**config.mk**
```make
export PLATFORM = sky130hd
export DESIGN_NAME = trace_ram_ctrl
export DESIGN_NICKNAME = d
export VERILOG_FILES = /design/src/rtl/trace_ram_ctrl.sv
export SDC_FILE = /design/constraint.sdc
export NUM_CORES = 1
export LEC_CHECK = 0
export ABC_AREA = 0
export CORE_AREA = 2 2 100 102
export DETAILED_ROUTE_END_ITERATION = 12
export DIE_AREA = 0 0 102 104
export HOLD_SLACK_MARGIN = 0.03
export PLACE_DENSITY = 0.54
export RECOVER_POWER = 50
export SKIP_LAST_GASP = 1
export SYNTH_ARGS = -nofsm -noshare
export SYNTH_HDL_FRONTEND = slang
export SYNTH_SLANG_ARGS = --single-unit
```
**constraint.sdc**
```tcl
create_clock -name clk_100MHz -period 5.2 [get_ports clk_100MHz]
set_input_delay 0.78 -clock clk_100MHz [delete_from_list [all_inputs] [get_ports clk_100MHz]]
set_output_delay 0.78 -clock clk_100MHz [all_outputs]
set_load 0.01 [all_outputs]
```
**src/rtl/trace_ram_ctrl.sv**
```systemverilog
// trace_ram_ctrl
//   Write-port sequencer for the 80x30 tile RAM of the Etch-A-Sketch display.
//   It owns the cursor and turns encoder step ticks into cursor moves.
//   When tracing is enabled, it writes DOT_CODE at each new cursor tile.
//   On clear_req it sweeps BLANK_CODE over every tile, then re-inks the
//   cursor tile.
//   Build option: define CURSOR_WRAP_EN to make the cursor wrap at the screen
//   edges. By default the cursor saturates at the edges.
// Ports
//   clk_100MHz  in   system clock
//   reset       in   asynchronous active-high reset
//   trace_en    in   1: moves leave ink
//   step_*      in   one-cycle move ticks (up/down/left/right)
//   clear_req   in   one-cycle tick, start erase sweep
//   we/addr_w/din   out  RAM port A write enable, address {y,x}, data
//   cur_x/cur_y     out  cursor position
//   busy        out  sweep or restore in progress
//   clear_done  out  one-cycle pulse after restore
module trace_ram_ctrl #(
    parameter int unsigned MAX_X      = 80,
    parameter int unsigned MAX_Y      = 30,
    parameter int unsigned START_X    = 40,
    parameter int unsigned START_Y    = 15,
    parameter logic [6:0]  DOT_CODE   = 7'h01,
    parameter logic [6:0]  BLANK_CODE = 7'h00
) (
    input  logic        clk_100MHz,
    input  logic        reset,
    input  logic        trace_en,
    input  logic        step_up,
    input  logic        step_down,
    input  logic        step_left,
    input  logic        step_right,
    input  logic        clear_req,
    output logic        we,
    output logic [11:0] addr_w,
    output logic [6:0]  din,
    output logic [6:0]  cur_x,
    output logic [4:0]  cur_y,
    output logic        busy,
    output logic        clear_done
);

    typedef enum logic [1:0] {S_IDLE, S_CLEAR, S_RESTORE} state_t;

    state_t      r_state, w_state_n;
    logic [6:0]  r_x, w_x_n, r_sx, w_sx_n;
    logic [4:0]  r_y, w_y_n, r_sy, w_sy_n;
    logic        r_we, w_we_n, r_busy, w_busy_n, r_done, w_done_n;
    logic [11:0] r_addr, w_addr_n;
    logic [6:0]  r_din, w_din_n;

    logic       w_xp, w_xn, w_yp, w_yn;
    logic       w_mx, w_my;
    logic [6:0] w_nx;
    logic [4:0] w_ny;

    localparam logic [6:0] XMAX = 7'(MAX_X - 1);
    localparam logic [4:0] YMAX = 5'(MAX_Y - 1);

    // Opposite ticks on one axis cancel. Positive Y is downward.
    assign w_xp = step_right & ~step_left;
    assign w_xn = step_left  & ~step_right;
    assign w_yp = step_down  & ~step_up;
    assign w_yn = step_up    & ~step_down;

    always_comb begin
        w_mx = 1'b0;
        w_my = 1'b0;
        w_nx = r_x;
        w_ny = r_y;
`ifdef CURSOR_WRAP_EN
        if (w_xp) begin
            w_mx = 1'b1;
            w_nx = (r_x == XMAX) ? '0 : r_x + 7'd1;
        end else if (w_xn) begin
            w_mx = 1'b1;
            w_nx = (r_x == '0) ? XMAX : r_x - 7'd1;
        end
        if (w_yp) begin
            w_my = 1'b1;
            w_ny = (r_y == YMAX) ? '0 : r_y + 5'd1;
        end else if (w_yn) begin
            w_my = 1'b1;
            w_ny = (r_y == '0) ? YMAX : r_y - 5'd1;
        end
`else
        // A move blocked at an edge counts as no move on that axis.
        if (w_xp && r_x != XMAX) begin
            w_mx = 1'b1;
            w_nx = r_x + 7'd1;
        end else if (w_xn && r_x != '0) begin
            w_mx = 1'b1;
            w_nx = r_x - 7'd1;
        end
        if (w_yp && r_y != YMAX) begin
            w_my = 1'b1;
            w_ny = r_y + 5'd1;
        end else if (w_yn && r_y != '0) begin
            w_my = 1'b1;
            w_ny = r_y - 5'd1;
        end
`endif
    end

    always_comb begin
        w_state_n = r_state;
        w_x_n     = r_x;
        w_y_n     = r_y;
        w_sx_n    = r_sx;
        w_sy_n    = r_sy;
        w_we_n    = 1'b0;
        w_addr_n  = r_addr;
        w_din_n   = r_din;
        w_busy_n  = r_busy;
        w_done_n  = 1'b0;
        case (r_state)
            S_IDLE: begin
                if (clear_req) begin
                    // The first sweep write, at tile (0,0), starts next cycle.
                    w_state_n = S_CLEAR;
                    w_sx_n    = '0;
                    w_sy_n    = '0;
                    w_we_n    = 1'b1;
                    w_addr_n  = '0;
                    w_din_n   = BLANK_CODE;
                    w_busy_n  = 1'b1;
                end else if (w_mx || w_my) begin
                    w_x_n = w_nx;
                    w_y_n = w_ny;
                    if (trace_en) begin
                        w_we_n   = 1'b1;
                        w_addr_n = {w_ny, w_nx};
                        w_din_n  = DOT_CODE;
                    end
                end
            end
            S_CLEAR: begin
                // r_sx/r_sy hold the tile being written this cycle.
                if (r_sx == XMAX && r_sy == YMAX) begin
                    w_state_n = S_RESTORE;
                    w_we_n    = trace_en;
                    w_addr_n  = {r_y, r_x};
                    w_din_n   = DOT_CODE;
                end else begin
                    if (r_sx == XMAX) begin
                        w_sx_n = '0;
                        w_sy_n = r_sy + 5'd1;
                    end else begin
                        w_sx_n = r_sx + 7'd1;
                    end
                    w_we_n   = 1'b1;
                    w_addr_n = {w_sy_n, w_sx_n};
                    w_din_n  = BLANK_CODE;
                end
            end
            S_RESTORE: begin
                w_state_n = S_IDLE;
                w_sx_n    = '0;
                w_sy_n    = '0;
                w_busy_n  = 1'b0;
                w_done_n  = 1'b1;
            end
            default: w_state_n = S_IDLE;
        endcase
    end

    always_ff @(posedge clk_100MHz or posedge reset) begin
        if (reset) begin
            r_state <= S_IDLE;
            r_x     <= 7'(START_X);
            r_y     <= 5'(START_Y);
            r_sx    <= '0;
            r_sy    <= '0;
            r_we    <= 1'b0;
            r_addr  <= '0;
            r_din   <= '0;
            r_busy  <= 1'b0;
            r_done  <= 1'b0;
        end else begin
            r_state <= w_state_n;
            r_x     <= w_x_n;
            r_y     <= w_y_n;
            r_sx    <= w_sx_n;
            r_sy    <= w_sy_n;
            r_we    <= w_we_n;
            r_addr  <= w_addr_n;
            r_din   <= w_din_n;
            r_busy  <= w_busy_n;
            r_done  <= w_done_n;
        end
    end

    assign we         = r_we;
    assign addr_w     = r_addr;
    assign din        = r_din;
    assign cur_x      = r_x;
    assign cur_y      = r_y;
    assign busy       = r_busy;
    assign clear_done = r_done;

endmodule

```
# --- Word-level counts from Yosys, hierarchy flattened ---
# Index checks and enable logic that the tools add are counted.
totals:
  regBits: 48
  inputBits: 8
  output_inout_bits: 34
  word_cells: 90
op_classes:
  addsub: 6
  n_eq_ne: 11
  muxes: 37
  bitwise_logic: 9
  n_reduce_logical: 17
op_table:
  columns: ["op", "count"]
  rows:
  - ["two-way mux 7 bit", 8]
  - ["two-way mux 12 bit", 4]
  - ["two-way mux 5 bit", 5]
  - ["case mux 12 bit (2 select lines)", 1]
  - ["case mux 7 bit (3 select lines)", 1]
  - ["case mux 5 bit (3 select lines)", 1]
  - ["adder 7 x 1 -> 7 bit (second input constant)", 2]
  - ["case mux 7 bit (2 select lines)", 1]
  - ["two-way mux 1 bit", 11]
  - ["adder 5 x 1 -> 5 bit (second input constant)", 2]
  - ["AND reduction 3 bit", 3]
  - ["equality test 7 bit (second input constant)", 1]
  - ["inequality test 7 bit (second input constant)", 1]
  - ["nonzero test 7 bit", 1]
  - ["subtractor 7 x 1 -> 7 bit (second input constant)", 1]
  - ["inequality test 2 bit (second input constant)", 3]
  - ["inequality test 3 bit (second input constant)", 2]
  - ["equality test 5 bit (second input constant)", 1]
  - ["logical AND 1 bit", 5]
  - ["inequality test 5 bit (second input constant)", 1]
  - ["NOT 1 bit", 5]
  - ["nonzero test 5 bit", 1]
  - ["subtractor 5 x 1 -> 5 bit (second input constant)", 1]
  - ["bitwise AND 1 bit", 4]
  - ["other kinds (10)", 14]

# --- Depth between registers and ports, before layout ---
# Gate-level depths: netlist of the first run.
logic_depth:
  depth_word: 9
  depth_mapped: 9
  mapped_depth_nobuf: 7

# --- Worst setup path after synthesis of the first run ---
# No wires, ideal clock.
synth_timing:
  path_type: "reg2reg"
  from: "reg r_x[0] (netlist: cur_x[0])"
  to: "reg r_y[4] (netlist: cur_y[4])"
  arrival_time_ps: 2042
  required_ps: 5075
  setup_slack_ps: 3033
  path_stages_with_launch: 8
  cell_sequence: "dfrtp_1 clkbuf_1 inv_1 ha_1 nor3b_4 a21oi_2 o31ai_2 mux2_2"
synth_via:
  elab_chain_cells: 6
  elab_cells_between_ends: 8
  cone_classes: "eq/ne (1); mux (2); reduce/logical (5)"
synth_lines:
  columns: ["element", "line_no", "text"]
  rows:
  - ["start, declared", "47", "logic [6:0] r_x, w_x_n, r_sx, w_sx_n;"]
  - ["start signal, assigned", "171", "r_x <= 7'(START_X);"]
  - ["start signal, assigned", "182", "r_x <= w_x_n;"]
  - ["nonzero test 7 bit", "92", "end else if (w_xn && r_x != '0) begin"]
  - ["logical AND 1 bit", "92", null]
  - ["two-way mux 1 bit", "92", null]
  - ["two-way mux 1 bit *", "89", "if (w_xp && r_x != XMAX) begin"]
  - ["logical OR 1 bit *", "128", "end else if (w_mx || w_my) begin"]
  - ["AND reduction 3 bit (no line) *", null, null]
  - ["end signal, assigned", "172", "r_y <= 5'(START_Y);"]
  - ["end signal, assigned", "183", "r_y <= w_y_n;"]
  - ["end, declared", "48", "logic [4:0] r_y, w_y_n, r_sy, w_sy_n;"]
# Every way passes the cells marked *; elsewhere a longest branch is shown, timed or not.
# A chain may end at the register's enable or synchronous reset.

==> flow_metrics.tcl, run 1 <==
set metrics [dict create \
    status "finished with violations" \
    violations "capacitance limit, slew limit" \
    number_of_antenna_violations_at_the_first_check_in_global_routing 0 \
    final_antenna_net_count 0 \
    hpwlAfterDp_um 5520 \
    die_area_mm2 0.0106 \
    ys_seq_elements 42 \
    crit_required_ns 5.10 \
    cts.sinks 42 \
    post_drt_wl_per_cell_um 15.9 \
    synthesis.instances 335 \
    hold_buffers 0 \
    clockBufferDepth 2 \
    port-buffer-count 35 \
    cpPeakStageDelay_ns 1.71 \
    area_growth_syn_to_layout_pct 15.5 \
    netlist-cell-type-count 69 \
    synth-edff-count 0 \
    min_path_type "reg2reg" \
    critical_path_top_delay_cell "clkbuf_1" \
    via_count_of_the_first_global_routing_pass 2503 \
    grt_first_pass_wirelength_um 12700 \
    ys.warnings.count 0 \
    synth_flop_cell "dfrtp_1" \
    synth_async_sr_flop_share_pct 100 \
    vdd.ir_drop.worst_mv 0.256 \
    fmax_mhz 313 \
    drtIter0Drc 194 \
    post_synth.cell_area_avg_um2 8.84 \
    cts-buffers-inserted 5 \
    crit_arrival_ns 3.10 \
    critPathMaxFanout 42 \
    latest_clock_arrival_within_the_worst_skew_pair_ns 0.30 \
    nNetsFinal 372 \
    die_h_um 104 \
    slew_headroom_pct -61.6 \
    starting_density_of_the_core_pct 31.0 \
    globalRoute.totalOverflow 0 \
    period_needed_ns 3.20 \
    report.final.hold_viol_count 0 \
    commonest_cells_after_routing_fill_and_taps_aside "dfrtp_1 (36), nand2_1 (33), o21ai_0 (24)" \
    endpoint_kind "asynchronous set/reset pin" \
    max_slew.worst_pin.slew_ns 2.42 \
    power.density_cell_area_mw_per_mm2 427 \
    drtPass1Iterations 4 \
    cts_max_level 2 \
    synth.yosys.seq_area_share_pct 35.8 \
    netlist_area_mm2 0.00296 \
    cap_viol_max_count 1 \
    slew_violations 43 \
    critPathTopFamily "buffers and inverters" \
    via_count 2616 \
    worst_clock_skew_on_the_final_layout_ns 0.0127 \
    row_count 36 \
    layout_cells_sized_above_1_pct 8.96 \
    path_cells "dlygate4sd3_1 > clkinv_1 > clkbuf_1" \
    placeableCoreArea_mm2 0.00955 \
    place_congestion 0.848 \
    post-cts-setup-buffer-count 0 \
    mostFrequentLayoutCell "dfrtp_1" \
    boundaryPins 42 \
    antenna_cells_inserted 0 \
    grt_start_max_net_pins 43 \
    globalRouteTotalUtil_pct 15.0 \
    cts.repair.resized 0 \
    vias_per_cell 5.34 \
    clkSlewWorstSetupHoldPaths_ns 0.09 \
    startpoint_type "primary input" \
    cts-root-buf "clkbuf_8" \
    worstSetupPathType "in2async" \
    timing.final.crit_share_pct 61.5 \
    setup_total_negative_slack_ns 0 \
    route.final.wire_length_um 7800 \
    cp_num_buf_inv 3 \
    drc_errors 0 \
    die_width_um 102 \
    cts_tree "built" \
    grt_setup_unrepaired "no" \
    finalSetupViolCount 0 \
    cellLeakagePower_nw 1.33 \
    post_route_core_utilization_pct 35.8 \
]
## report_power, final
group	switching [W]	internal [W]
Clock	0.000118	0.0000933
Sequential	0.000168	0.000440
Combinational	0.000321	0.000321
## area by class of cell
cell class | count | area (µm²)
clock buffers | 6 | 72.6
fillers | 1028 | 6130
repair buffers | 37 | 362
well taps | 133 | 166
clock inverters | 2 | 10.0
inverters | 18 | 67.6
flip-flops and latches | 42 | 1060
multi-input cells | 252 | 1680
## logic make-up (layout without fill, tap and decap cells)
logic type               Yosys count  after routing  synth area share [%]
AND/OR/NAND/NOR                  111            111                  21.4
adder cells (fa/ha/maj)            8              8                  3.38
AO/OA/AOI/OAI                    116            116                  27.8
other                              1              6                 0.127
flip-flops                        42             42                  35.8
XOR/XNOR                           8              8                  2.37
buffers and inverters             46             63                  8.07
multiplexers                       3              3                  1.10
## layer usage
layer  share of wire [%]  up-vias  global-route usage (%)
met2                  46       78                    22.0
met5                   0        -                       0
met3                 4.4       16                    1.75
li1                    -     1270                       -
met1                  48     1252                    22.3
met4                 2.3        0                    5.71
## stage by stage
stage / std cells / area, µm² / hold slack, ns / power [W] / worst slack (ns)
6_report: 490 / 3420 / 0.489 / 0.00146 / 2.00
5_1_grt: 490 / 3420 / 0.520 / 0.00157 / 1.51
4_1_cts: 490 / 3420 / 0.498 / 0.00148 / 2.29
3_5_place_dp: 482 / 3340 / 0.479 / 0.00126 / 1.95
3_3_place_gp: 482 / 3340 / 0.473 / 0.00125 / 2.03
2_1_floorplan: 340 / 2980 / 0.506 / 0.00101 / 3.03
## tightest hold or removal path, delay by kind of cell (launching register included)
family | cells | cell delay (ns)
AO/OA/AOI/OAI | 1 | 0.06
flip-flops | 1 | 0.35
AND/OR/NAND/NOR | 1 | 0.05
## path summary, 6_finish.rpt
path / startpoint / to / slack, ns / cells past startpoint
worst max-delay path: reset / cur_y[4] / 2.00 / 3
worst min-delay path: addr_w[6] / addr_w[6] / 0.49 / 2
worst max register to register: cur_x[1] / din[0] / 2.36 / 7
worst min register to register: addr_w[6] / addr_w[6] / 0.49 / 2
max in group clk_100MHz: step_left / din[0] / 2.29 / 6
min in group asynchronous: reset / r_sx[6] / 1.81 / 3
## cells in the mapped netlist (all sizes together), types with 3 or more instances
library cell,count,share of area (%)
o31a,3,0.89
nand2b,7,1.5
nor3,8,1.5
and3,5,1.1
o211ai,3,0.76
buf,20,4.8
dfrtp,36,30
nor4,3,1.1
a211oi,8,2.0
xnor2,7,2.1
nor2,14,1.8
o31ai,8,2.2
a31oi,7,1.5
o2bb2ai,3,0.89
a22o,3,0.89
inv,18,2.3
nand3,9,1.5
ha,8,3.4
o21ai,35,5.9
nor2b,8,1.7
a21oi,15,2.8
a32oi,3,0.89
or3,8,1.7
nand2,33,4.2
clkbuf,8,1.0
dfstp,6,5.3
o22ai,4,1.1
## flip-flops by register name, indices dropped and copies added (netlist names)
register	count
we	1
cur_x	7
r_sx	7
addr_w	12
busy	1
din	1
clear_done	1
cur_y	5
r_state	2
r_sy	5
(Power assumes the default switching activity.)
==> run 2, diff against run 1 <==
--- a/config.mk
+++ b/config.mk
@@ -10,7 +10,7 @@
 export DETAILED_ROUTE_END_ITERATION = 12
 export DIE_AREA = 0 0 102 104
 export HOLD_SLACK_MARGIN = 0.03
-export PLACE_DENSITY = 0.54
+export PLACE_DENSITY = 0.56
 export RECOVER_POWER = 50
 export SKIP_LAST_GASP = 1
 export SYNTH_ARGS = -nofsm -noshare
==> constraint.sdc (replaced) <==
create_clock -name clk_100MHz -period 2.6 [get_ports clk_100MHz]
set_input_delay 0.39 -clock clk_100MHz [delete_from_list [all_inputs] [get_ports clk_100MHz]]
set_output_delay 0.39 -clock clk_100MHz [all_outputs]
set_load 0.01 [all_outputs]
==> run 2 against run 1 <==
Effect of this change: the flow now finishes without violations; first-iteration DRC count grew 22%; count of clock-buffer cells in the layout grew 1; combinational power grew 110%.
==> flow_metrics.tcl, run 2 (same netlist as run 1, synthesis figures left out) <==
set metrics [dict create \
    layout_cells_sized_above_1_pct 11.9 \
    die_width_um 102 \
    hold_path_startpoint "addr_w[6]" \
    grt_first_pass_wirelength_um 13400 \
    hpwlAfterDp_um 5700 \
    cap_viol_max_count 0 \
    cts.repair.resized 0 \
    startpoint_type "register" \
    status "finished clean" \
    drc_errors 0 \
    timing.final.crit_share_pct 89.5 \
    worst_clock_skew_on_the_final_layout_ns 0.00594 \
    placeableCoreArea_mm2 0.00955 \
    placedCellCount 494 \
    crit_required_ns 2.84 \
    slew_violations 0 \
    cts.sinks 42 \
    place_congestion 0.888 \
    period_needed_ns 2.33 \
    nNetsFinal 384 \
    globalRoute.totalOverflow 0 \
    post_drt_wl_per_cell_um 15.8 \
    grt_setup_unrepaired "no" \
    starting_density_of_the_core_pct 31.0 \
    via_count 2642 \
    cts_tree "built" \
    final_antenna_net_count 0 \
    clkSlewWorstSetupHoldPaths_ns 0.09 \
    worstSetupPathType "reg2reg" \
    hold_buffers 0 \
    boundaryPins 42 \
    clockBufferDepth 2 \
    row_count 36 \
    vdd.ir_drop.worst_mv 0.339 \
    grt_start_max_net_pins 43 \
    commonest_cells_after_routing_fill_and_taps_aside "dfrtp_1 (36), nand2_1 (33), o21ai_0 (24)" \
    reg2reg_setup_slack_ns 0.27 \
    finalSetupViolCount 0 \
    antenna_cells_inserted 0 \
    die_h_um 104 \
    globalRouteTotalUtil_pct 15.7 \
    largest_register_ff_count 12 \
    min_path_type "reg2reg" \
    cts_max_level 2 \
    vias_per_cell 5.26 \
    cp-startpoint "cur_y[1]" \
    critPathMaxFanout 17 \
    slew_headroom_pct 27.5 \
    finalNonFillerCells 502 \
    number_of_antenna_violations_at_the_first_check_in_global_routing 0 \
    post-cts-setup-buffer-count 0 \
    power.density_cell_area_mw_per_mm2 860 \
    latest_clock_arrival_within_the_worst_skew_pair_ns 0.30 \
    drtPass1Iterations 5 \
    drtIter0Drc 237 \
    crit_arrival_ns 2.57 \
    port-buffer-count 35 \
    via_count_of_the_first_global_routing_pass 2522 \
    cts-root-buf "clkbuf_8" \
    r2r_start "cur_y[1]" \
    route.final.wire_length_um 7930 \
    die_area_mm2 0.0106 \
    setup_total_negative_slack_ns 0 \
    endpoint_kind "register" \
    max_slew.worst_pin.slew_ns 1.09 \
    cellLeakagePower_nw 1.40 \
    mostFrequentLayoutCell "dfrtp_1" \
    report.final.hold_viol_count 0 \
    area_growth_syn_to_layout_pct 19.8 \
    fmax_mhz 430 \
    cts-buffers-inserted 5 \
]
## run 2: metrics by stage
step                      instance area, µm²  hold slack [ns]  utilization, %  setup slack [ns]  total power (W)
after floorplan                         2980            0.506               -             0.433          0.00202
after global placement                  3440            0.470            36.0             0.310          0.00254
after detailed placement                3440            0.479            36.0             0.274          0.00255
after CTS                               3550            0.498            37.2             0.280          0.00309
after global routing                    3550            0.527            37.1             0.143          0.00329
final                                   3550            0.485            37.1             0.272          0.00305
## run 2: worst paths after layout
path                        endpoint  cells after the start
max in group asynchronous   cur_x[0]                      3
min in group asynchronous    r_sx[6]                      3
max                         cur_x[3]                      8
max reg2reg                 cur_x[3]                      8
min                        addr_w[6]                      2
min reg2reg                addr_w[6]                      2
## run 2: layout make-up
class / count / area, µm²
Clock buffer: 7 / 76.3
Clock inverter: 1 / 30.0
Fill cell: 1015 / 6000
Inverter: 18 / 67.6
Multi-Input combinational cell: 252 / 1680
Sequential cell: 42 / 1060
Tap cell: 133 / 166
Timing Repair Buffer: 49 / 465
## run 2: metal layers
layer | wire, µm | track usage (%) | part of all wire, % | vias up
met5 | 0 | 0 | 0 | -
met4 | 106 | 4.86 | 1.3 | 0
met3 | 408 | 2.55 | 5.1 | 11
met2 | 3680 | 22.8 | 46 | 70
met1 | 3740 | 23.7 | 47 | 1266
li1 | - | - | - | 1295
## run 2: power by group
group / total [W] / internal (W) / switching (W)
sequential: 0.00120 / 0.000879 / 0.000320
combinational: 0.00132 / 0.000661 / 0.000660
clock: 0.000530 / 0.000288 / 0.000242
total: 0.00305 / 0.00183 / 0.00122
## run 2: critical path, stage by stage, from the launching register on
cell and delay (ns):
dfstp_2 0.62, inv_1 0.10, ha_1 0.23, and4_1 0.24, o22ai_2 0.33, o31ai_2 0.12
buf_4 0.20, or3_1 0.35, nand2_1 0.07
==> run 3, diff against run 2 <==
--- a/config.mk
+++ b/config.mk
@@ -7,10 +7,11 @@
 export LEC_CHECK = 0
 export ABC_AREA = 0
 export CORE_AREA = 2 2 100 102
+export CTS_CLUSTER_DIAMETER = 100
 export DETAILED_ROUTE_END_ITERATION = 12
 export DIE_AREA = 0 0 102 104
 export HOLD_SLACK_MARGIN = 0.03
-export PLACE_DENSITY = 0.56
+export PLACE_DENSITY = 0.54
 export RECOVER_POWER = 50
 export SKIP_LAST_GASP = 1
 export SYNTH_ARGS = -nofsm -noshare
==> constraint.sdc (replaced) <==
create_clock -name clk_100MHz -period 2.8 [get_ports clk_100MHz]
set_input_delay 0.42 -clock clk_100MHz [delete_from_list [all_inputs] [get_ports clk_100MHz]]
set_output_delay 0.42 -clock clk_100MHz [all_outputs]
set_load 0.01 [all_outputs]
==> run 3 against run 2 <==
Effect of this change: sequential share of layout area grew 0.57 points; power decreased by 10%; fmax decreased by 0.86%; utilization is 0.69 points lower; sequential power shrank 7%; clock power fell by 19%; non-clock buffer count is 5 lower; worst setup slack improved by 0.18 ns.
==> flow_metrics.tcl, run 3 (same netlist as run 1, synthesis figures left out) <==
set metrics [dict create \
    globalRouteTotalUtil_pct 15.6 \
    vdd.ir_drop.worst_mv 0.417 \
    place_congestion 0.867 \
    crit_arrival_ns 2.58 \
    total_switching_power_w 0.00113 \
    cts-root-buf "clkbuf_8" \
    critical_path_top_delay_cell "nor2_1" \
    postLayoutSetupSlackWorst_ns 0.452 \
    switching_share_pct 41.2 \
    cts_tree "built" \
    endpoint_kind "register" \
    die_area_mm2 0.0106 \
    commonest_cells_after_routing_fill_and_taps_aside "dfrtp_1 (36), nand2_1 (33), o21ai_0 (24)" \
    intPower_w 0.00161 \
    path_cells "ha_1 > nand3_1 > nor2_1 > o211ai_1 > a21oi_1 > o31a_1" \
    layout_cells_sized_above_1_pct 10.7 \
    row_count 36 \
    worst_clock_skew_on_the_final_layout_ns 0.0129 \
    fmax_mhz 426 \
    setup_total_negative_slack_ns 0 \
    vias_per_cell 5.23 \
    startpoint_type "register" \
    hold_buffers 0 \
    slew_violations 0 \
    r2r_start "r_sx[0]" \
    dpl_worst_slack_ns 0.435 \
    clkSlewWorstSetupHoldPaths_ns 0.09 \
    post-cts-setup-buffer-count 0 \
    power.density_cell_area_mw_per_mm2 788 \
    clock_share_of_power_pct 15.7 \
    drc_errors 0 \
    globalRoute.totalOverflow 0 \
    area_growth_syn_to_layout_pct 17.5 \
    crit_required_ns 3.04 \
    critPathMaxFanout 10 \
    grt_first_pass_wirelength_um 13100 \
    via_count_of_the_first_global_routing_pass 2481 \
    cpPeakStageDelay_ns 0.58 \
    boundaryPins 42 \
    seq_power_share_pct 41.0 \
    comb_power_share_pct 43.4 \
    cts-buffers-inserted 5 \
    grt_start_max_net_pins 22 \
    placeableCoreArea_mm2 0.00955 \
    worstSetupPathType "reg2reg" \
    finalSetupViolCount 0 \
    timing.rr.end "addr_w[8]" \
    timing.final.crit_share_pct 83.9 \
    drtIter0Drc 186 \
    grt_setup_unrepaired "no" \
    max_slew.worst_pin.slew_ns 0.794 \
    cap_viol_max_count 0 \
    min_delay_path_depth 2 \
    cp-startpoint "r_sx[0]" \
    nNetsFinal 379 \
    post_drt_wl_per_cell_um 15.8 \
    die_width_um 102 \
    hold_path_startpoint "addr_w[4]" \
    via_count 2598 \
    cellLeakagePower_nw 1.37 \
    drtPass1Iterations 5 \
    hpwlAfterDp_um 5700 \
    min_path_type "reg2reg" \
    starting_density_of_the_core_pct 31.0 \
    number_of_antenna_violations_at_the_first_check_in_global_routing 0 \
    final_antenna_net_count 0 \
    report.final.hold_viol_count 0 \
    timing.hold.ws_ns 0.485 \
    port-buffer-count 35 \
    die_h_um 104 \
    reg2reg_setup_slack_ns 0.45 \
    route.final.wire_length_um 7850 \
    reg2regPathDepth 6 \
    period_needed_ns 2.35 \
    cts.repair.resized 0 \
    clockBufferDepth 2 \
    cts.sinks 42 \
    hold_end "addr_w[4]" \
    status "finished clean" \
    latest_clock_arrival_within_the_worst_skew_pair_ns 0.30 \
    antenna_cells_inserted 0 \
    mostFrequentLayoutCell "dfrtp_1" \
    cts_max_level 2 \
    largest_register_ff_count 12 \
    slew_headroom_pct 46.8 \
]
run 3: cell types whose count changed in the layout (fill, tap and decap cells not counted), sizes merged:
cell	before	now
buf	13	7
bufinv	1	0
clkinv	1	2
clkinvlp	0	1
run 3: worst max-delay path by stage:
stage / depth (start not counted) / to
3_5_place_dp: 7 / din[0]
2_1_floorplan: 7 / cur_y[4]
3_3_place_gp: 7 / cur_x[2]
4_1_cts: 8 / din[0]
5_1_grt: 6 / we
6_report: 6 / addr_w[8]
run 3: routing by layer:
metal,GRT usage (%),up-vias,wire length [µm]
li1,-,1291,-
met2,22.7,69,3590
met3,2.08,8,359
met4,5.24,0,105
met5,0,-,0
met1,23.5,1230,3800
run 3: stage by stage:
| stage | power, W | cells | util [%] | instance area (µm²) |
|---|---|---|---|---|
| finish | 0.00274 | 497 | 36.4 | 3480 |
| detailed placement | 0.00234 | 489 | 35.5 | 3390 |
| global route | 0.00298 | 497 | 36.4 | 3480 |
| floorplan | 0.00188 | 340 | - | 2980 |
| global placement | 0.00234 | 489 | 35.5 | 3390 |
| CTS | 0.00279 | 497 | 36.5 | 3490 |
run 3: power groups by stage:
| stage | clock network [W] | logic, W | registers, W |
|---|---|---|---|
| 2_1_floorplan | 0 | 0.000836 | 0.00104 |
| 5_1_grt | 0.000473 | 0.00134 | 0.00117 |
| 3_3_place_gp | 0 | 0.00120 | 0.00113 |
| 6_report | 0.000429 | 0.00119 | 0.00112 |
| 4_1_cts | 0.000449 | 0.00121 | 0.00112 |
| 3_5_place_dp | 0 | 0.00120 | 0.00114 |
run 3: critical path, delay by kind of cell, from the launching register on:
kind            cells  cell delay [ns]
compound gates      3             0.59
fa+ha+maj           1             0.28
flops               1             0.43
simple gates        2             0.97
run 3: layout make-up:
type,instances,area [µm²]
Clock buffer,6,82.6
Timing Repair Buffer,44,410
Tap cell,133,166
Inverter,18,67.6
Clock inverter,2,12.5
Multi-Input combinational cell,252,1680
Fill cell,1019,6070
Sequential cell,42,1060
